==> config.mk <==
export PLATFORM = sky130hd
export DESIGN_NAME = dpram_arbiter
export DESIGN_NICKNAME = d
export VERILOG_FILES = /design/src/rtl/dpram_arb_pkg.sv /design/src/rtl/rr_pick.sv /design/src/rtl/dpram_arbiter.sv
export SDC_FILE = /design/constraint.sdc
export NUM_CORES = 1
export LEC_CHECK = 0
export ABC_CLOCK_PERIOD_IN_PS = 13700
export CAP_MARGIN = 0
export CORE_MARGIN = 2
export CORE_UTILIZATION = 38
export CTS_CLUSTER_DIAMETER = 120
export CTS_CLUSTER_SIZE = 16
export DETAILED_ROUTE_END_ITERATION = 12
export MAX_ROUTING_LAYER = met4
export PLACE_DENSITY = 0.69
export SKIP_CTS_REPAIR_TIMING = 1
export SYNTH_ARGS = -nofsm -noshare
export SYNTH_HDL_FRONTEND = slang
export SYNTH_HIERARCHICAL = 1
export SYNTH_SLANG_ARGS = --single-unit
==> constraint.sdc <==
create_clock -name clk -period 13.7 [get_ports clk]
set_clock_uncertainty 0.2 [all_clocks]
set_input_delay 1.37 -clock clk [delete_from_list [all_inputs] [get_ports clk]]
set_output_delay 1.37 -clock clk [all_outputs]
set_load 0.02 [all_outputs]
==> src/rtl/dpram_arb_pkg.sv <==
// Shared types and defaults for the dual-port RAM arbiter.
package dpram_arb_pkg;

  localparam int NREQ_DEF = 4;
  localparam int AW_DEF   = 6;
  localparam int DW_DEF   = 8;
  localparam int IDX_W    = 3;

  typedef enum logic {
    S_INIT = 1'b0,
    S_RUN  = 1'b1
  } state_t;

  typedef struct packed {
    logic             valid;
    logic [IDX_W-1:0] idx;
    logic             psel;
  } rd_ent_t;

  function automatic int wrap_inc(input int v, input int n);
    return (v + 1 >= n) ? 0 : v + 1;
  endfunction

endpackage

==> src/rtl/rr_pick.sv <==
// Rotate-and-find-first: first index at or after start (with wrap) whose
// request and mask bits are both set.
module rr_pick
  import dpram_arb_pkg::*;
#(
  parameter int N  = 4,
  parameter int IW = (N > 1) ? $clog2(N) : 1
) (
  input  logic [N-1:0]  req,
  input  logic [IW-1:0] start,
  input  logic [N-1:0]  mask,
  output logic          found,
  output logic [IW-1:0] idx
);

  logic [N-1:0] cand;

  assign cand = req & mask;

  always_comb begin
    int j;
    logic [IW-1:0] jj;
    j     = 0;
    jj    = '0;
    found = 1'b0;
    idx   = '0;
    for (int k = 0; k < N; k++) begin
      j = int'(start) + k;
      if (j >= N) j = j - N;
      jj = IW'(j);
      if (!found && cand[jj]) begin
        found = 1'b1;
        idx   = jj;
      end
    end
  end

endmodule

==> src/rtl/dpram_arbiter.sv <==
// Shares one dual-port RAM among NREQ requesters: zeroing sweep after reset,
// then up to two round-robin grants per cycle with same-address hazard skip.
//
// state  | meaning
// S_INIT | sweep writes zero to two addresses per cycle, no grants
// S_RUN  | arbitration active, left only by reset
module dpram_arbiter
  import dpram_arb_pkg::*;
#(
  parameter int NREQ = NREQ_DEF,
  parameter int AW   = AW_DEF,
  parameter int DW   = DW_DEF
) (
  input  logic              clk,
  input  logic              rst_n,
  input  logic [NREQ-1:0]   req,
  input  logic [NREQ-1:0]   req_we,
  input  logic [NREQ*AW-1:0] req_addr,
  input  logic [NREQ*DW-1:0] req_wdata,
  output logic [NREQ-1:0]   gnt,
  output logic [NREQ-1:0]   rvalid,
  output logic [NREQ*DW-1:0] rdata,
  output logic              init_done,
  output logic [AW-1:0]     ram_addr1,
  output logic [AW-1:0]     ram_addr2,
  output logic [DW-1:0]     ram_datain1,
  output logic [DW-1:0]     ram_datain2,
  output logic              ram_we1,
  output logic              ram_we2,
  input  logic [DW-1:0]     ram_dout1,
  input  logic [DW-1:0]     ram_dout2
);

  localparam int IW = $clog2(NREQ);

  state_t          state, state_nxt;
  logic [AW-2:0]   init_cnt;
  logic [IW-1:0]   rr_ptr, p1_idx, p2_idx, p2_start;
  logic            p1_found, p2_found, g1, g2;
  logic [NREQ-1:0] hazard, p2_mask;
  logic [AW-1:0]   p1_addr, p2_addr;
  logic [DW-1:0]   p1_wdata, p2_wdata;
  logic            p1_we, p2_we;
  rd_ent_t [1:0]   rd_pipe;

  rr_pick #(.N(NREQ), .IW(IW)) u_pick1 (
    .req   (req),
    .start (rr_ptr),
    .mask  ({NREQ{1'b1}}),
    .found (p1_found),
    .idx   (p1_idx)
  );

  assign p1_addr  = req_addr[p1_idx*AW +: AW];
  assign p1_wdata = req_wdata[p1_idx*DW +: DW];
  assign p1_we    = req_we[p1_idx];

  // A candidate touching P1's address is skipped unless both sides only read.
  always_comb begin
    hazard = '0;
    for (int i = 0; i < NREQ; i++)
      hazard[i] = (req_addr[i*AW +: AW] == p1_addr) && (req_we[i] || p1_we);
  end

  assign p2_start = IW'(wrap_inc(int'(p1_idx), NREQ));
  assign p2_mask  = ~hazard & ~(NREQ'(1) << p1_idx);

  rr_pick #(.N(NREQ), .IW(IW)) u_pick2 (
    .req   (req),
    .start (p2_start),
    .mask  (p2_mask),
    .found (p2_found),
    .idx   (p2_idx)
  );

  assign p2_addr  = req_addr[p2_idx*AW +: AW];
  assign p2_wdata = req_wdata[p2_idx*DW +: DW];
  assign p2_we    = req_we[p2_idx];

  assign g1 = rst_n && (state == S_RUN) && p1_found;
  assign g2 = g1 && p2_found;

  always_ff @(posedge clk or negedge rst_n) begin
    if (!rst_n) begin
      state     <= S_INIT;
      init_cnt  <= '0;
      init_done <= 1'b0;
    end else begin
      state     <= state_nxt;
      init_done <= (state_nxt == S_RUN);
      if (state == S_INIT) init_cnt <= init_cnt + 1'b1;
    end
  end

  always_comb begin
    state_nxt   = state;
    gnt         = '0;
    ram_addr1   = '0;
    ram_addr2   = '0;
    ram_datain1 = '0;
    ram_datain2 = '0;
    ram_we1     = 1'b0;
    ram_we2     = 1'b0;
    if (rst_n) begin
      case (state)
        S_INIT: begin
          ram_addr1 = {init_cnt, 1'b0};
          ram_addr2 = {init_cnt, 1'b1};
          ram_we1   = 1'b1;
          ram_we2   = 1'b1;
          if (&init_cnt) state_nxt = S_RUN;
        end
        S_RUN: begin
          if (g1) begin
            gnt[p1_idx] = 1'b1;
            ram_addr1   = p1_addr;
            ram_datain1 = p1_wdata;
            ram_we1     = p1_we;
          end
          if (g2) begin
            gnt[p2_idx] = 1'b1;
            ram_addr2   = p2_addr;
            ram_datain2 = p2_wdata;
            ram_we2     = p2_we;
          end
        end
      endcase
    end
  end

  always_ff @(posedge clk or negedge rst_n) begin
    if (!rst_n) begin
      rr_ptr <= '0;
    end else if (g2) begin
      rr_ptr <= IW'(wrap_inc(int'(p2_idx), NREQ));
    end else if (g1) begin
      rr_ptr <= IW'(wrap_inc(int'(p1_idx), NREQ));
    end
  end

  // Slot 0 follows RAM port 1, slot 1 port 2; the RAM answers one cycle later.
  always_ff @(posedge clk or negedge rst_n) begin
    if (!rst_n) begin
      rd_pipe <= '0;
      rvalid  <= '0;
      rdata   <= '0;
    end else begin
      rd_pipe[0] <= '{valid: g1 && !p1_we, idx: IDX_W'(p1_idx), psel: 1'b0};
      rd_pipe[1] <= '{valid: g2 && !p2_we, idx: IDX_W'(p2_idx), psel: 1'b1};
      for (int i = 0; i < NREQ; i++) begin
        rvalid[i] <= 1'b0;
        for (int s = 0; s < 2; s++) begin
          if (rd_pipe[s].valid && rd_pipe[s].idx == IDX_W'(i)) begin
            rvalid[i]          <= 1'b1;
            rdata[i*DW +: DW]  <= rd_pipe[s].psel ? ram_dout2 : ram_dout1;
          end
        end
      end
    end
  end

endmodule
==> reports/metrics.yaml <==
outcome:
  status: "completed"
route:
  via_count: 4452
  dr.pass1.iters: 5
  drt_iter0_markers: 339
  antenna_left: 0
  vias_per_cell: 5.94
  wl_per_cell_um: 19.5
  drc_errors: 0
  wirelength_mm: 14.6
timing:
  setup_tns_ns: 0
  grt_setup_unrepaired: "no"
  drv_slew: 0
  fin_worst_hold_slack_ns: 0.299
  period_needed_ns: 8.33
  fin_crit_sh_pct: 60.8
  relSlewSlack_pct: 36.6
  finalHoldViolCount: 0
  finalSetupViolations: 0
  clock.fmax_mhz: 120
  setup_slack_ns: 5.37
  tightest_slew_ns: 0.951
floorplanning:
  std_cell_rows: 39
  core_um2: 11400
  start_util_pct: 38.7
  die_y_um: 112
  fp.dieArea_um2: 12500
  io_pins: 153
  die_x_um: 112
synth:
  netlist_area_um2: 4400
  yosysWarnings: 6
  ys_types: 60
  synth-seq-cells: 51
  postSynthCellCount: 471
  synth_edf_count: 0
  ys.flop_type: "dfrtp_1"
  syn_area_per_cell_um2: 9.34
  synth-async-reset-ratio_pct: 100
  ys_seq_area_share_pct: 29.0
placed_design:
  dp_slack_ns: 5.44
  port_buffers: 152
  dpl_cell_area_um2: 5960
  place_congestion: 0.956
  dp_hpwl_mm: 11.2
clock_tree:
  path_clk_slew_ns: 0.06
  cts_buffers: 5
  cts_tree: "yes"
  htree_levels: 2
  clock_latency_ns: 0.28
  cts-root-buf: "clkbuf_16"
  clock-sinks: 51
  clk_path_buf_depth: 2
global_routing:
  first_global_vias: 4499
  grt_pass1_wl_mm: 23.6
  antenna_found_initial: 0
  overflow: 0
  grt_max_degree: 50
  grt_usage_pct: 24.0
flow_run:
  drv_cap: 0
setup_path:
  worst_path_max_delay_cell: "clkdlybuf4s50_1"
  critPathMaxFanout: 49
  cp_num_buf_inv: 4
  cpPeakStageDelay_ns: 0.59
  cp_data_required_time_ns: 12.13
  arrival_ns: 6.76
  crit_family: "buffers and inverters"
  reg2reg_depth: 16
  crit_chain: "clkdlybuf4s50_1 -> nand2_1 -> a311o_1 -> a22oi_2 -> buf_4 -> mux2_2 -> o21ai_0 -> a21oi_1 -> a31oi_1 -> nand2_1 -> a311o_1 -> a22oi_2 -> buf_4 -> mux4_2 -> nand2_1 -> a21boi_0 -> clkdlybuf4s50_1"
  cp_num_cells: 17
  crit_top_cell: "nand2_1"
  critPathLaunchType: "primary input"
  worst_setup_path_end_kind: "output pin"
  crit_type: "primary input to output pin"
layout:
  register_area_um2: 1280
  fin_area_um2: 6120
  n_antenna_cell: 0
  multi_input_area_um2: 2890
  fillCellCount: 1062
  fin_nets: 699
  drive_gt1_share_pct: 7.10
  final_util_pct: 53.8
  syn_to_final_growth_pct: 39.2
power_and_ir_drop:
  power_density_nw_per_um2: 160
  vdd_drop_max_v: 0.000117
  leakage_nw: 2.43
worst_hold_path:
  holdPathStages: 1
  hold_path.class: "flop to flop"
-- cell usage after synthesis, drive strengths merged, types with 3 or more instances --
library cell | n | area (um^2)
a22oi | 3 | 32.5
nand3b | 4 | 30.0
xor2 | 24 | 210
mux2 | 3 | 33.8
nand3 | 7 | 35.0
nor2 | 16 | 62.6
ha | 11 | 138
a21oi | 63 | 315
nor2b | 35 | 219
and2 | 3 | 18.8
a21boi | 3 | 22.5
mux2i | 25 | 250
inv | 17 | 63.8
o21ai | 6 | 30.0
dfrtp | 51 | 1280
nand4 | 4 | 25.0
nand2 | 29 | 109
a31oi | 4 | 25.0
mux4 | 23 | 518
buf | 28 | 168
clkbuf | 11 | 42.5
nand2b | 3 | 18.8
nor3 | 5 | 25.0
a41oi | 5 | 43.8
a211oi | 3 | 22.5
o22ai | 33 | 206
xnor2 | 18 | 158
-- worst register-to-register path: cells and delay by family (launching register included) --
kind | cells | cell delay, ns
compound gates | 10 | 2.65
xor+xnor | 1 | 0.16
mux | 2 | 0.44
buf+inv | 2 | 0.61
flops | 1 | 0.43
fa+ha+maj | 1 | 0.32
-- where the power goes --
group	leakage [nW]	switching (mW)	internal, mW
Combinational	1.72	0.294	0.290
Clock	0.0759	0.0528	0.0851
Sequential	0.635	0.0482	0.211
-- final timing paths --
check | start | to | slack [ns]
setup / recovery | req[1] | ram_addr2[0] | 5.37
hold / removal | init_cnt[2] | init_cnt[2] | 0.30
setup reg to reg | rr_ptr[1] | rr_ptr[1] | 8.78
hold reg to reg | init_cnt[2] | init_cnt[2] | 0.30
max in group asynchronous | rst_n | rr_ptr[0] | 11.67
min in group asynchronous | rst_n | rdata[29] | 0.94
-- per-stage QoR --
stage | instances | power, mW
floorplan | 481 | 0.630
global placement | 742 | 0.827
detailed placement | 742 | 0.843
CTS | 749 | 0.984
global route | 749 | 1.04
finish | 749 | 0.981
-- logic make-up after synthesis --
kind of cell / count (synthesis) / share of synthesized area [%]
simple gates: 115 / 14.0
xor+xnor: 42 / 8.36
flops: 51 / 29.0
mux: 51 / 18.2
other cells: 1 / 0.0853
compound gates: 144 / 20.9
fa+ha+maj: 11 / 3.13
buf+inv: 56 / 6.23
-- layout make-up --
type	instances	share of cell area [%]
Inverter	17	1.04
Sequential cell	51	20.9
Clock inverter	2	0.613
Clock buffer	5	2.04
Tap cell	143	2.92
Multi-Input combinational cell	374	47.1
Timing Repair Buffer	157	25.4
-- layout by cell type (no fill, tap or decap), drive strengths merged, types with 17 or more instances in the layout --
master,n
inv,17
a21oi,63
clkdlybuf4s50,151
dfrtp,51
mux2i,25
mux4,23
o22ai,33
nand2,29
nor2b,35
xor2,24
xnor2,18
-- per-layer routing --
metal	track usage (%)	up-vias	share of wire, %
met3	4.25	32	8.1
li1	-	2004	-
met2	39.3	267	48
met1	30.1	2149	41
met4	8.48	0	3.0
met5	-	-	0
-- sequential cells by signal, indices dropped and copies added (netlist names) --
register  flops
rvalid        4
rr_ptr        2
state         1
init_cnt      5
rd_pipe       7
rdata        32
No activity file was read; power rests on OpenSTA's default activity.
==> variant 1: new RTL, same flow settings <==
`NREQ_DEF`: 4 -> 2.
--- a/src/rtl/dpram_arb_pkg.sv
+++ b/src/rtl/dpram_arb_pkg.sv
@@ -3,3 +3,3 @@
 
-  localparam int NREQ_DEF = 4;
+  localparam int NREQ_DEF = 2;
   localparam int AW_DEF   = 6;
Interface: changed (7 resized); port bits go from 153 to 101. The function was not compared with the original's and may differ.
==> variant 1 against the original RTL <==
  * Global-route usage fell by 3.9 points
  * Combinational power fell by 77%
  * Total power fell by 66%
  * Setup slack improved by 1.6 ns
  * Synthesized area fell by 55%
  * Cell area fell by 49%
  * Sequential power fell by 52%
  * Wire length fell by 62%
  * Sequential cell count fell by 21
  * Register-to-register slack improved by 2.0 ns
  * Critical path type unchanged
  * Largest power group unchanged
==> variant 1: results (changes against the original RTL) <==
Run status
  – Status: finished clean

Clocking
  – CTS buffer count: 5 (unchanged)
  – H-tree levels: 2 (unchanged)
  – Worst-path clk slew: 0.06 ns (about the same)
  – Root Buffer: clkbuf_8
  – Worst skew pair latency: 0.28 ns (about the same)
  – Maximum clock path buffer count: 2 (unchanged)

Routing
  – Drt pass-1 iters: 4 (-1)
  – Total Wirelength: 5.53 mm (-62%)
  – Initial DRC count: 51 (-85%)
  – DR vias/cell: 5.02 (-16%)

Synth
  – Register area share after synthesis: 38.3% (+9.3 points)
  – Synth area leaders: dfrtp_1 38%, mux2i_1 13%, a21oi_1 5.6%
  – Async set-reset flop share out of synthesis: 100% (unchanged)
  – Yosys cell types: 34 (-43%)
  – Top cells by count, synth: 30 x dfrtp_1, 25 x mux2i_1, 24 x nor2_1, 22 x a21oi_1, 15 x nand2_1
  – Syn. warnings: 6 (unchanged)

Final layout
  – Ratio of cells with drive above 1 in the final layout: 5.38% (-1.7 points)
  – Top flop regs: rdata (16), init_cnt (5), rd_pipe (5)
  – Nets: 367 (-47%)
  – Fillcell total: 425 (-60%)
  – N_diodes: 0 (unchanged)

Min path
  – Hold Path Class: reg -> reg

Worst setup path
  – CP Max Fanout: 19 (-61%)
  – Crit path DAT: 5.13 ns (-1.63 ns)
  – CP max stage cell: o21ba_1
  – Slowest stage delay, CP: 0.85 ns (+0.26 ns)

Timing
  – Slew @ Worst Pin: 0.959 ns (+0.00796 ns)

Global route
  – Initial antenna violation count: 0 (unchanged)
  – First-pass GRT wire length: 8.74 mm (-63%)
  – Number of global-route vias before repair: 1,908 (-58%)
  – Pin count of the biggest net entering global routing: 44 (-12%)
  – Total GRT Usage: 20.1% (-3.9 points)

Placement
  – Post-detail-place hpwl: 4.07 mm (-64%)
  – GPL Wtd Cong: 0.781 (-18%)
  – # port buffers: 100 (-34%)

Pwr
  – VDD IR max: 0.0949 mV (-19%)
  – Static leakage: 1.31 nW (-46%)
## variant 1: power breakdown
part           switching, mW  internal, mW
Combinational         0.0629        0.0733
Sequential            0.0151         0.109
Clock                 0.0326        0.0405
Total                  0.111         0.223
## variant 1: kinds of logic (layout without fill, tap and decap cells)
| family | Yosys count | count (layout) | synth area share, % |
|---|---|---|---|
| AND/OR/NAND/NOR | 60 | 60 | 14.2 |
| multiplexers | 34 | 34 | 18.1 |
| AO/OA/AOI/OAI | 57 | 57 | 18.4 |
| flip-flops | 30 | 30 | 38.3 |
| other | 1 | 3 | 0.191 |
| adder cells (fa/ha/maj) | 2 | 2 | 1.28 |
| XOR/XNOR | 9 | 9 | 4.02 |
| buffers and inverters | 25 | 121 | 5.49 |
## variant 1: routing by layer
metal | vias up | GRT usage [%] | wire, um | part of all wire [%]
met5 | - | - | 0 | 0
met4 | 0 | 4.68 | 36 | 0.65
met3 | 5 | 5.29 | 497 | 9.0
met2 | 88 | 31.8 | 2440 | 44
met1 | 882 | 25.9 | 2560 | 46
li1 | 961 | - | - | -
## variant 1: layout make-up
cell class / count / area share [%]
Clock inverter: 1 / 0.162
Inverter: 12 / 1.46
Timing Repair Buffer: 101 / 32.6
Sequential cell: 30 / 24.3
Clock buffer: 7 / 2.79
Tap cell: 70 / 2.83
Multi-Input combinational cell: 165 / 35.9
## variant 1: critical path: cells and delay by family
kind	cells	cell delay [ns]
multiplexers	1	0.35
buffers and inverters	3	1.34
AND/OR/NAND/NOR	3	0.23
AO/OA/AOI/OAI	4	1.84
## variant 1: path summary, 6_finish.rpt
kind | from | end | slack (ns) | depth (start not counted)
min in group asynchronous | rst_n | rr_ptr | 1.31 | 2
min reg2reg | init_cnt[3] | init_cnt[3] | 0.28 | 1
min | init_cnt[3] | init_cnt[3] | 0.28 | 1
max in group asynchronous | rst_n | rd_pipe[6] | 11.64 | 2
max reg2reg | rr_ptr | rd_pipe[9] | 10.79 | 6
max | req[1] | ram_addr2[4] | 7.00 | 11
## variant 1: per-stage QoR
stage | utilization (%) | setup WS (ns) | cell area, sq um | std cells
6_report | 61.3 | 7.00 | 3090 | 386
5_1_grt | 61.3 | 6.76 | 3090 | 386
4_1_cts | 61.3 | 6.99 | 3090 | 386
3_5_place_dp | 59.5 | 7.00 | 3000 | 378
3_3_place_gp | 59.5 | 7.09 | 3000 | 378
2_1_floorplan | - | 8.77 | 1970 | 220
==> variant 2: new RTL, same settings <==
Made on the original files. Make the reset (`rst_n`) synchronous in 3 clocked blocks.
--- a/src/rtl/dpram_arbiter.sv
+++ b/src/rtl/dpram_arbiter.sv
@@ -82,3 +82,3 @@
 
-  always_ff @(posedge clk or negedge rst_n) begin
+  always_ff @(posedge clk) begin
     if (!rst_n) begin
@@ -130,3 +130,3 @@
 
-  always_ff @(posedge clk or negedge rst_n) begin
+  always_ff @(posedge clk) begin
     if (!rst_n) begin
@@ -141,3 +141,3 @@
   // Slot 0 follows RAM port 1, slot 1 port 2; the RAM answers one cycle later.
-  always_ff @(posedge clk or negedge rst_n) begin
+  always_ff @(posedge clk) begin
     if (!rst_n) begin
Check against the original RTL: no difference found for any inputs over 10 cycles, from zero or initial values and one cycle with rst_n low; that may be too few to reach the edited logic, so the function may still have changed.
==> variant 2 against the original RTL <==
  * Count of clock-buffer cells in the layout rose by 1
  * Global-route usage decreased by 0.82 points
  * Synthesized cell count up 14%
  * Synthesized area up 5.2%
  * Wire length up 2.1%
  * Hold slack improved by 0.028 ns
  * Setup slack got worse by 0.017 ns
  * Register-to-register slack got worse by 0.17 ns
  * Final cell count grew 7.9%
  * Cell area up 3.4%
  * Sequential cell count unchanged
  * Largest cell class unchanged
Power is not compared: it rests on default switching activity, and its combinational part moved more than twofold at a synthesized area within 25%.
==> variant 2: results (changes against the original RTL) <==
Routing
  – WL met2: 7.17 mm (+2.2%)
  – DR vias/cell: 5.60 (-5.8%)
  – Met3 routed WL: 908 um (-23%)
  – Initial DRC count: 353 (+4.1%)
  – Total Wirelength: 14.9 mm (+2.1%)
  – Drt pass-1 iters: 4 (-1)

Min path
  – Hold path depth: 2 (+1)
  – Hold Path Origin: init_cnt[0]
  – WHS Endpoint: init_cnt[0]

Global route
  – Number of global-route vias before repair: 4,425 (-1.6%)
  – First-pass GRT wire length: 23.5 mm (-0.12%)
  – Grt met3 use: 3.55% (-0.70 points)
  – GR Layer Usage met1: 30.6% (+0.54 points)
  – Total GRT Usage: 23.2% (-0.82 points)
  – Pin count of the biggest net entering global routing: 63 (+26%)

Worst setup path
  – FF-to-FF End: rr_ptr[1]
  – Worst reg2reg setup slack: 8.61 ns (-0.17 ns)
  – Reg-to-Reg Start: rr_ptr[0]
  – Slowest stage delay, CP: 0.79 ns (+0.20 ns)
  – Crit path capture: ram_addr2[1]
  – CP Max Fanout: 45 (-8.2%)

Final layout
  – Ratio of cells with drive above 1 in the final layout: 7.11% (+0.015 points)
  – Fillcell total: 1,098 (+3.4%)
  – Nets: 752 (+7.6%)

Placement
  – Post-detail-place hpwl: 11.3 mm (+0.88%)
  – Pre-CTS WS: 5.47 ns (+0.0272 ns)
  – GPL Wtd Cong: 0.953 (-0.29%)

Synth
  – Post-Synth XOR/XNOR Area: 7.57% (-0.79 points)
  – Adder-Cell Fraction of Synth Area: 2.70% (-0.43 points)
  – Async set-reset flop share out of synthesis: 0% (-100 points)
  – Yosys cell types: 58 (-3.3%)
  – Synth area leaders: dfxtp_1 22%, mux2i_1 12%, mux4_2 12%
  – Post-synthesis compound-gate area fraction: 13.5% (-7.4 points)
  – Mux cell area share after synthesis: 24.8% (+6.6 points)

Pwr
  – VDD IR max: 0.0477 mV
  – Clock Power: 0.145 mW
  – Static leakage: 2.79 nW

Run status
  – Status: finished clean

Timing
  – FMAX: 120 MHz (-0.20%)
## variant 2: stage by stage
stage | cell area [sq um] | power (mW) | instances | hold WS (ns)
finish | 6330 | 0.457 | 808 | 0.327
global route | 6330 | 0.479 | 808 | 0.366
floorplan | 4660 | 0.263 | 546 | 0.272
CTS | 6330 | 0.458 | 808 | 0.332
detailed placement | 6150 | 0.313 | 800 | 0.318
global placement | 6150 | 0.311 | 800 | 0.311
## variant 2: area by class of cell
type                    count  share of cell area (%)
multi-input cells         438                    53.1
well taps                 147                    2.91
clock buffers               6                    2.20
inverters                   8                   0.475
clock inverters             2                   0.613
repair buffers            156                    24.5
flip-flops and latches     51                    16.1
## variant 2: critical path: cells and delay by family
kind | cells | cell delay [ns]
AOI/OAI and AO/OA | 8 | 2.42
xor gates and xnor gates | 1 | 0.10
and+or+nand+nor | 2 | 0.34
muxes | 2 | 0.74
buffers and inverters | 3 | 1.78
